**config.mk**
```make
export PLATFORM = sky130hd
export DESIGN_NAME = flopoco_fmax_reduce_flat
export DESIGN_NICKNAME = d
export VERILOG_FILES = /design/src/rtl/flopoco_fmax_reduce_if.sv /design/src/rtl/flopoco_fmax_reduce.sv /design/src/flat_wrapper.sv
export SDC_FILE = /design/constraint.sdc
export NUM_CORES = 1
export LEC_CHECK = 0
export BUFFER_PORTS_ARGS = -buffer_cell sky130_fd_sc_hd__buf_2
export CAP_MARGIN = 20
export CORE_ASPECT_RATIO = 1.4
export CORE_MARGIN = 2
export CORE_UTILIZATION = 49
export CTS_CLUSTER_SIZE = 24
export DETAILED_ROUTE_END_ITERATION = 12
export PLACE_DENSITY_LB_ADDON = 0.05
export SLEW_MARGIN = 15
export SYNTH_ARGS = -nofsm -noshare
export SYNTH_HDL_FRONTEND = slang
export SYNTH_SLANG_ARGS = --single-unit
```
**constraint.sdc**
```tcl
create_clock -name clk -period 2.1 [get_ports clk]
set_input_delay 0 -clock clk [delete_from_list [all_inputs] [get_ports clk]]
set_output_delay 0 -clock clk [all_outputs]
set_load 0.02 [all_outputs]
```
**src/rtl/flopoco_fmax_reduce_if.sv**
```systemverilog
// rtl/flopoco_fmax_reduce_if.sv - stream, comparator and result signals of the max-reduction stage
interface flopoco_fmax_reduce_if #(
    parameter int WE   = 7,
    parameter int WF   = 7,
    parameter int IDXW = 2
);
    localparam int W = WE + WF + 3;

    logic            in_valid;
    logic            in_ready;
    logic [W-1:0]    in_data;
    logic [W-1:0]    cmp_x;
    logic [W-1:0]    cmp_y;
    logic            cmp_xlty;
    logic            cmp_unordered;
    logic            out_valid;
    logic            out_ready;
    logic [W-1:0]    out_data;
    logic [IDXW-1:0] out_idx;
    logic            out_nan;

    // reduction stage side
    modport slave (
        input  in_valid, in_data, cmp_xlty, cmp_unordered, out_ready,
        output in_ready, cmp_x, cmp_y, out_valid, out_data, out_idx, out_nan
    );

    // producer / comparator / consumer side
    modport master (
        output in_valid, in_data, cmp_xlty, cmp_unordered, out_ready,
        input  in_ready, cmp_x, cmp_y, out_valid, out_data, out_idx, out_nan
    );
endinterface

```
**src/rtl/flopoco_fmax_reduce.sv**
```systemverilog
// rtl/flopoco_fmax_reduce.sv - folds groups of N FloPoCo operands into max value, index and NaN flag
module flopoco_fmax_reduce #(
    parameter int WE   = 7,
    parameter int WF   = 7,
    parameter int N    = 4,
    parameter int IDXW = 2
) (
    input  logic                  clk,
    input  logic                  rst,
    flopoco_fmax_reduce_if.slave  bus
);
    localparam int              W         = WE + WF + 3;
    localparam logic [IDXW-1:0] LAST      = IDXW'(N - 1);
    localparam logic [W-1:0]    CANON_NAN = {2'b11, {(W-2){1'b0}}};

    typedef enum logic [1:0] {
        S_FIRST = 2'd0,
        S_ACC   = 2'd1,
        S_OUT   = 2'd2
    } state_t;

    state_t          state;
    state_t          state_nxt;
    logic [W-1:0]    acc;
    logic [W-1:0]    acc_nxt;
    logic [IDXW-1:0] cnt;
    logic [IDXW-1:0] idx;
    logic [IDXW-1:0] idx_nxt;
    logic            nan_flag;
    logic            nan_nxt;
    logic            accept;

    assign accept = bus.in_valid & bus.in_ready;

    // state register
    always_ff @(posedge clk) begin
        if (rst) begin
            state <= S_FIRST;
        end else begin
            state <= state_nxt;
        end
    end

    // next-state: collect N accepts, then hold the result until it is taken
    always_comb begin
        state_nxt = state;
        case (state)
            S_FIRST: if (accept) state_nxt = (N == 1) ? S_OUT : S_ACC;
            S_ACC:   if (accept && cnt == LAST) state_nxt = S_OUT;
            S_OUT:   if (bus.out_ready) state_nxt = S_FIRST;
            default: state_nxt = S_FIRST;
        endcase
    end

    // outputs decoded from state; comparator always sees accumulator vs. incoming operand
    always_comb begin
        bus.in_ready = (state != S_OUT);
        bus.cmp_x    = acc;
        bus.cmp_y    = bus.in_data;
    end

    // candidate accumulator update for the element being offered this cycle
    always_comb begin
        acc_nxt = acc;
        idx_nxt = idx;
        nan_nxt = nan_flag;
        if (state == S_FIRST) begin
            // first element seeds the accumulator; comparator result is stale here
            acc_nxt = bus.in_data;
            idx_nxt = '0;
            nan_nxt = (bus.in_data[W-1:W-2] == 2'b11);
        end else if (state == S_ACC) begin
            // strict less-than keeps the earliest of equal values
            if (bus.cmp_xlty) begin
                acc_nxt = bus.in_data;
                idx_nxt = cnt;
            end
            nan_nxt = nan_flag | bus.cmp_unordered;
        end
    end

    // accumulator, index, NaN flag and element counter
    always_ff @(posedge clk) begin
        if (rst) begin
            acc      <= '0;
            idx      <= '0;
            nan_flag <= 1'b0;
            cnt      <= '0;
        end else if (accept) begin
            acc      <= acc_nxt;
            idx      <= idx_nxt;
            nan_flag <= nan_nxt;
            if (state_nxt == S_OUT) begin
                cnt <= '0;
            end else if (state == S_FIRST) begin
                cnt <= IDXW'(1);
            end else begin
                cnt <= cnt + IDXW'(1);
            end
        end
    end

    // result register: loaded on the last accept, held until the downstream handshake
    always_ff @(posedge clk) begin
        if (rst) begin
            bus.out_valid <= 1'b0;
            bus.out_data  <= '0;
            bus.out_idx   <= '0;
            bus.out_nan   <= 1'b0;
        end else if (accept && state_nxt == S_OUT) begin
            bus.out_valid <= 1'b1;
            bus.out_data  <= nan_nxt ? CANON_NAN : acc_nxt;
            bus.out_idx   <= idx_nxt;
            bus.out_nan   <= nan_nxt;
        end else if (state == S_OUT && bus.out_ready) begin
            bus.out_valid <= 1'b0;
        end
    end
endmodule

```
**src/flat_wrapper.sv**
```systemverilog
// flat-port wrapper written by rule: the top's interface ports become plain ports
module flopoco_fmax_reduce_flat 
#(
    parameter int WE   = 7,
    parameter int WF   = 7,
    parameter int N    = 4,
    parameter int IDXW = 2
)
  (clk, rst, bus_in_valid, bus_in_data, bus_cmp_xlty, bus_cmp_unordered, bus_out_ready, bus_in_ready, bus_cmp_x, bus_cmp_y, bus_out_valid, bus_out_data, bus_out_idx, bus_out_nan);
  flopoco_fmax_reduce_if #(.WE(WE), .WF(WF), .IDXW(IDXW)) bus_i ();
  input  logic clk;
  input  logic rst;
  input wire logic [$bits(bus_i.in_valid)-1:0] bus_in_valid;
  input wire logic [$bits(bus_i.in_data)-1:0] bus_in_data;
  input wire logic [$bits(bus_i.cmp_xlty)-1:0] bus_cmp_xlty;
  input wire logic [$bits(bus_i.cmp_unordered)-1:0] bus_cmp_unordered;
  input wire logic [$bits(bus_i.out_ready)-1:0] bus_out_ready;
  output wire logic [$bits(bus_i.in_ready)-1:0] bus_in_ready;
  output wire logic [$bits(bus_i.cmp_x)-1:0] bus_cmp_x;
  output wire logic [$bits(bus_i.cmp_y)-1:0] bus_cmp_y;
  output wire logic [$bits(bus_i.out_valid)-1:0] bus_out_valid;
  output wire logic [$bits(bus_i.out_data)-1:0] bus_out_data;
  output wire logic [$bits(bus_i.out_idx)-1:0] bus_out_idx;
  output wire logic [$bits(bus_i.out_nan)-1:0] bus_out_nan;
  assign bus_i.in_valid = bus_in_valid;
  assign bus_i.in_data = bus_in_data;
  assign bus_i.cmp_xlty = bus_cmp_xlty;
  assign bus_i.cmp_unordered = bus_cmp_unordered;
  assign bus_i.out_ready = bus_out_ready;
  assign bus_in_ready = bus_i.in_ready;
  assign bus_cmp_x = bus_i.cmp_x;
  assign bus_cmp_y = bus_i.cmp_y;
  assign bus_out_valid = bus_i.out_valid;
  assign bus_out_data = bus_i.out_data;
  assign bus_out_idx = bus_i.out_idx;
  assign bus_out_nan = bus_i.out_nan;
  flopoco_fmax_reduce #(.WE(WE), .WF(WF), .N(N), .IDXW(IDXW)) u_core (.clk(clk), .rst(rst), .bus(bus_i));
endmodule
```
==> impl_metrics.tcl <==
set metrics [dict create \
    status "completed" \
    drtPass1Iterations 4 \
    overflow 0 \
    place.port_buffers 78 \
    die_area_um2 4830 \
    worstMarginPinSlew_ns 0.505 \
    tns_ns 0 \
    power_leakage_nw 1.15 \
    endpoint_kind "register" \
    area_delta_synth_final_pct 17.3 \
    cts_tree "built" \
    antenna_cells 0 \
    ir_drop_v 0.000383 \
    setup.worst_path.class "reg2reg" \
    max_freq_mhz 612 \
    synth_top_cell_by_area "dfxtp_1" \
    path_cells "nor2b_1 -> o21bai_1 -> and3_4 -> a21o_1 -> a211oi_1" \
    hold_buffers 0 \
    wl_per_cell_um 15.3 \
    yosys.area_share.simple 0.131 \
    skew_ns 0.00220 \
    gp_congestion 0.800 \
    vias 1833 \
    synth_top_family_by_area "compound AO/OA/AOI/OAI gates" \
    clock_latency_ns 0.29 \
    cp.arrival_ns 1.84 \
    dr_wl_met2_mm 2.56 \
    drc 0 \
    wl_mm 5.09 \
    start_util 0.504 \
    required_ns 2.31 \
    cts_buffers 5 \
    routed.top_layer "met4" \
    start_kind "register" \
    avgSynthCellArea_um2 9.01 \
    slowest_stage "dfxtp_1" \
    met1_length_mm 2.25 \
    syn_inst 233 \
    initialDrtViolationCount 62 \
    period_needed_ns 1.63 \
    grt_pass1_wl_mm 8.11 \
    slew_headroom 0.664 \
    period_share 0.777 \
    worstPathMaxFanout 16 \
    ys_types 34 \
    setup_viol 0 \
    drv_cap 0 \
    htreeDepth 2 \
    drive_gt1_frac 0.373 \
    ios 79 \
    ys_warn_count 0 \
    hp-class "in2reg" \
    slew_viol_final 0 \
    cts.clk_slew.worst_paths_ns 0.08 \
    rows 28 \
    die_y_um 81.5 \
    hold_viol 0 \
    clockBufferDepth 2 \
    via_per_inst 5.52 \
    cts_num_sinks 45 \
    synth_nets 257 \
    max_stage_delay_ns 0.57 \
    synthMuxAreaShare 0.00477 \
    synth_top_cell_area_share 0.429 \
    nets 311 \
    ys_seq_area_frac 0.429 \
    core_area_um2 4170 \
    cts_root_buffer "clkbuf_8" \
    synth-adder-area-share 0.00596 \
    cts_resized 0 \
    synth_area_leaders "dfxtp_1 (43%), a211oi_1 (9.7%), nor2_1 (7.2%)" \
    track_usage 0.223 \
    synth_compound_area_frac 0.309 \
    antenna_found_initial 0 \
    die_x_um 59.3 \
    ys_ff_latch 45 \
    rsz0062_at_grt "false" \
    grt_max_degree 25 \
    grt_pass1_vias 1682 \
    synth_xor_area_frac 0 \
    post-route-util 0.591 \
    netlist_area_um2 2100 \
    stdcell_area_um2 2460 \
    dpl.hpwl_mm 3.57 \
    drt.antenna.violating_nets 0 \
    post-cts-setup-buffer-count 0 \
    placed_area_um2 2380 \
    met3WireLength_um 188 \
    powerDensity_nw_per_um2 712 \
]
-- routing by layer --
layer	vias up	GRT usage
li1	931	-
met1	853	0.267
met2	42	0.386
met3	7	0.0331
met4	0	0.102
met5	-	0
-- layout by cell type, fill, tap and decap left out, types with 2 or more instances in the layout --
cell      count
dfxtp_1      45
buf_4         7
a32oi_1       2
nand3_1       2
nand2_1       8
o22ai_1      15
o21ai_0       4
a211oi_1     27
a21oi_1       5
nor2_1       40
clkbuf_8      6
a211oi_2      9
nor2b_1       2
buf_2        78
a21o_1       17
-- through the flow --
step	hold WS (ns)	total power, mW	instances	setup WS, ns
2_1_floorplan	0.113	1.17	233	0.519
3_3_place_gp	0.234	1.24	325	0.543
3_5_place_dp	0.236	1.24	325	0.496
4_1_cts	0.0568	1.77	332	0.484
5_1_grt	0.116	1.84	332	0.306
6_report	0.0593	1.75	332	0.467
-- final timing paths --
path                                     startpoint                                  end  slack [ns]  cells past startpoint
setup reg to reg         u_core.state[0]$_SDFF_PP0_  u_core.bus.out_data[1]$_SDFFE_PP0P_        0.47                      5
hold reg to reg   u_core.bus.cmp_x[16]$_SDFFE_PP0P_    u_core.bus.cmp_x[16]$_SDFFE_PP0P_        0.48                      2
setup / recovery         u_core.state[0]$_SDFF_PP0_  u_core.bus.out_data[1]$_SDFFE_PP0P_        0.47                      5
hold / removal                        bus_out_ready    u_core.bus.out_valid$_SDFFE_PP0P_        0.06                      4
-- cells by family (layout without fill, tap and decap cells) --
group                    Yosys count  count (layout)
AND/OR/NAND/NOR                   61              61
flip-flops                        45              45
AO/OA/AOI/OAI                     85              85
adder cells (fa/ha/maj)            1               1
multiplexers                       1               1
buffers and inverters             40              94
-- critical path, delay by kind of cell (launching register included) --
family           cells  cell delay [ns]
flip-flops           1             0.57
AND/OR/NAND/NOR      2             0.48
AO/OA/AOI/OAI        3             0.48
-- state kept, by name (all words and copies together) (netlist names) --
| name | flops |
|---|---|
| u_core.state | 2 |
| u_core.idx | 2 |
| u_core.bus.out_nan | 1 |
| u_core.bus.cmp_x | 17 |
| u_core.bus.out_idx | 2 |
| u_core.bus.out_data | 17 |
| u_core.cnt | 2 |
| u_core.nan_flag | 1 |
| u_core.bus.out_valid | 1 |
-- synth_stat cells --
cell type	instances
nand2b_4	1
a311oi_1	1
o21ai_2	1
a211oi_2	9
inv_1	1
a32oi_1	2
and2_4	1
dfxtp_1	45
a21o_1	17
a21oi_1	5
nand2_1	8
nand3b_1	1
buf_4	18
nor3_1	1
clkbuf_1	11
buf_2	4
nor2_2	1
nand2b_1	1
a211oi_1	27
and3_4	1
mux2i_1	1
nand3_1	2
buf_6	4
o21bai_1	1
o21ai_0	4
ha_1	1
nor3b_1	1
nor2_1	40
nor2b_1	2
a211o_1	1
o22ai_1	16
o22a_1	1
nand4_1	1
buf_1	2
-- layout make-up --
type | count | area [um2]
clock buffer | 7 | 86.3
fill | 373 | 1710
inverter | 1 | 3.75
multi-input combinational | 148 | 952
sequential | 45 | 901
tap | 45 | 56.3
timing repair buffer | 86 | 463
-- where the power goes --
group | internal, mW | switching [mW] | total (mW)
Combinational | 0.117 | 0.186 | 0.303
Clock | 0.261 | 0.275 | 0.536
Sequential | 0.886 | 0.0280 | 0.914
Total | 1.26 | 0.489 | 1.75
Power figures use the tool's default switching activity.
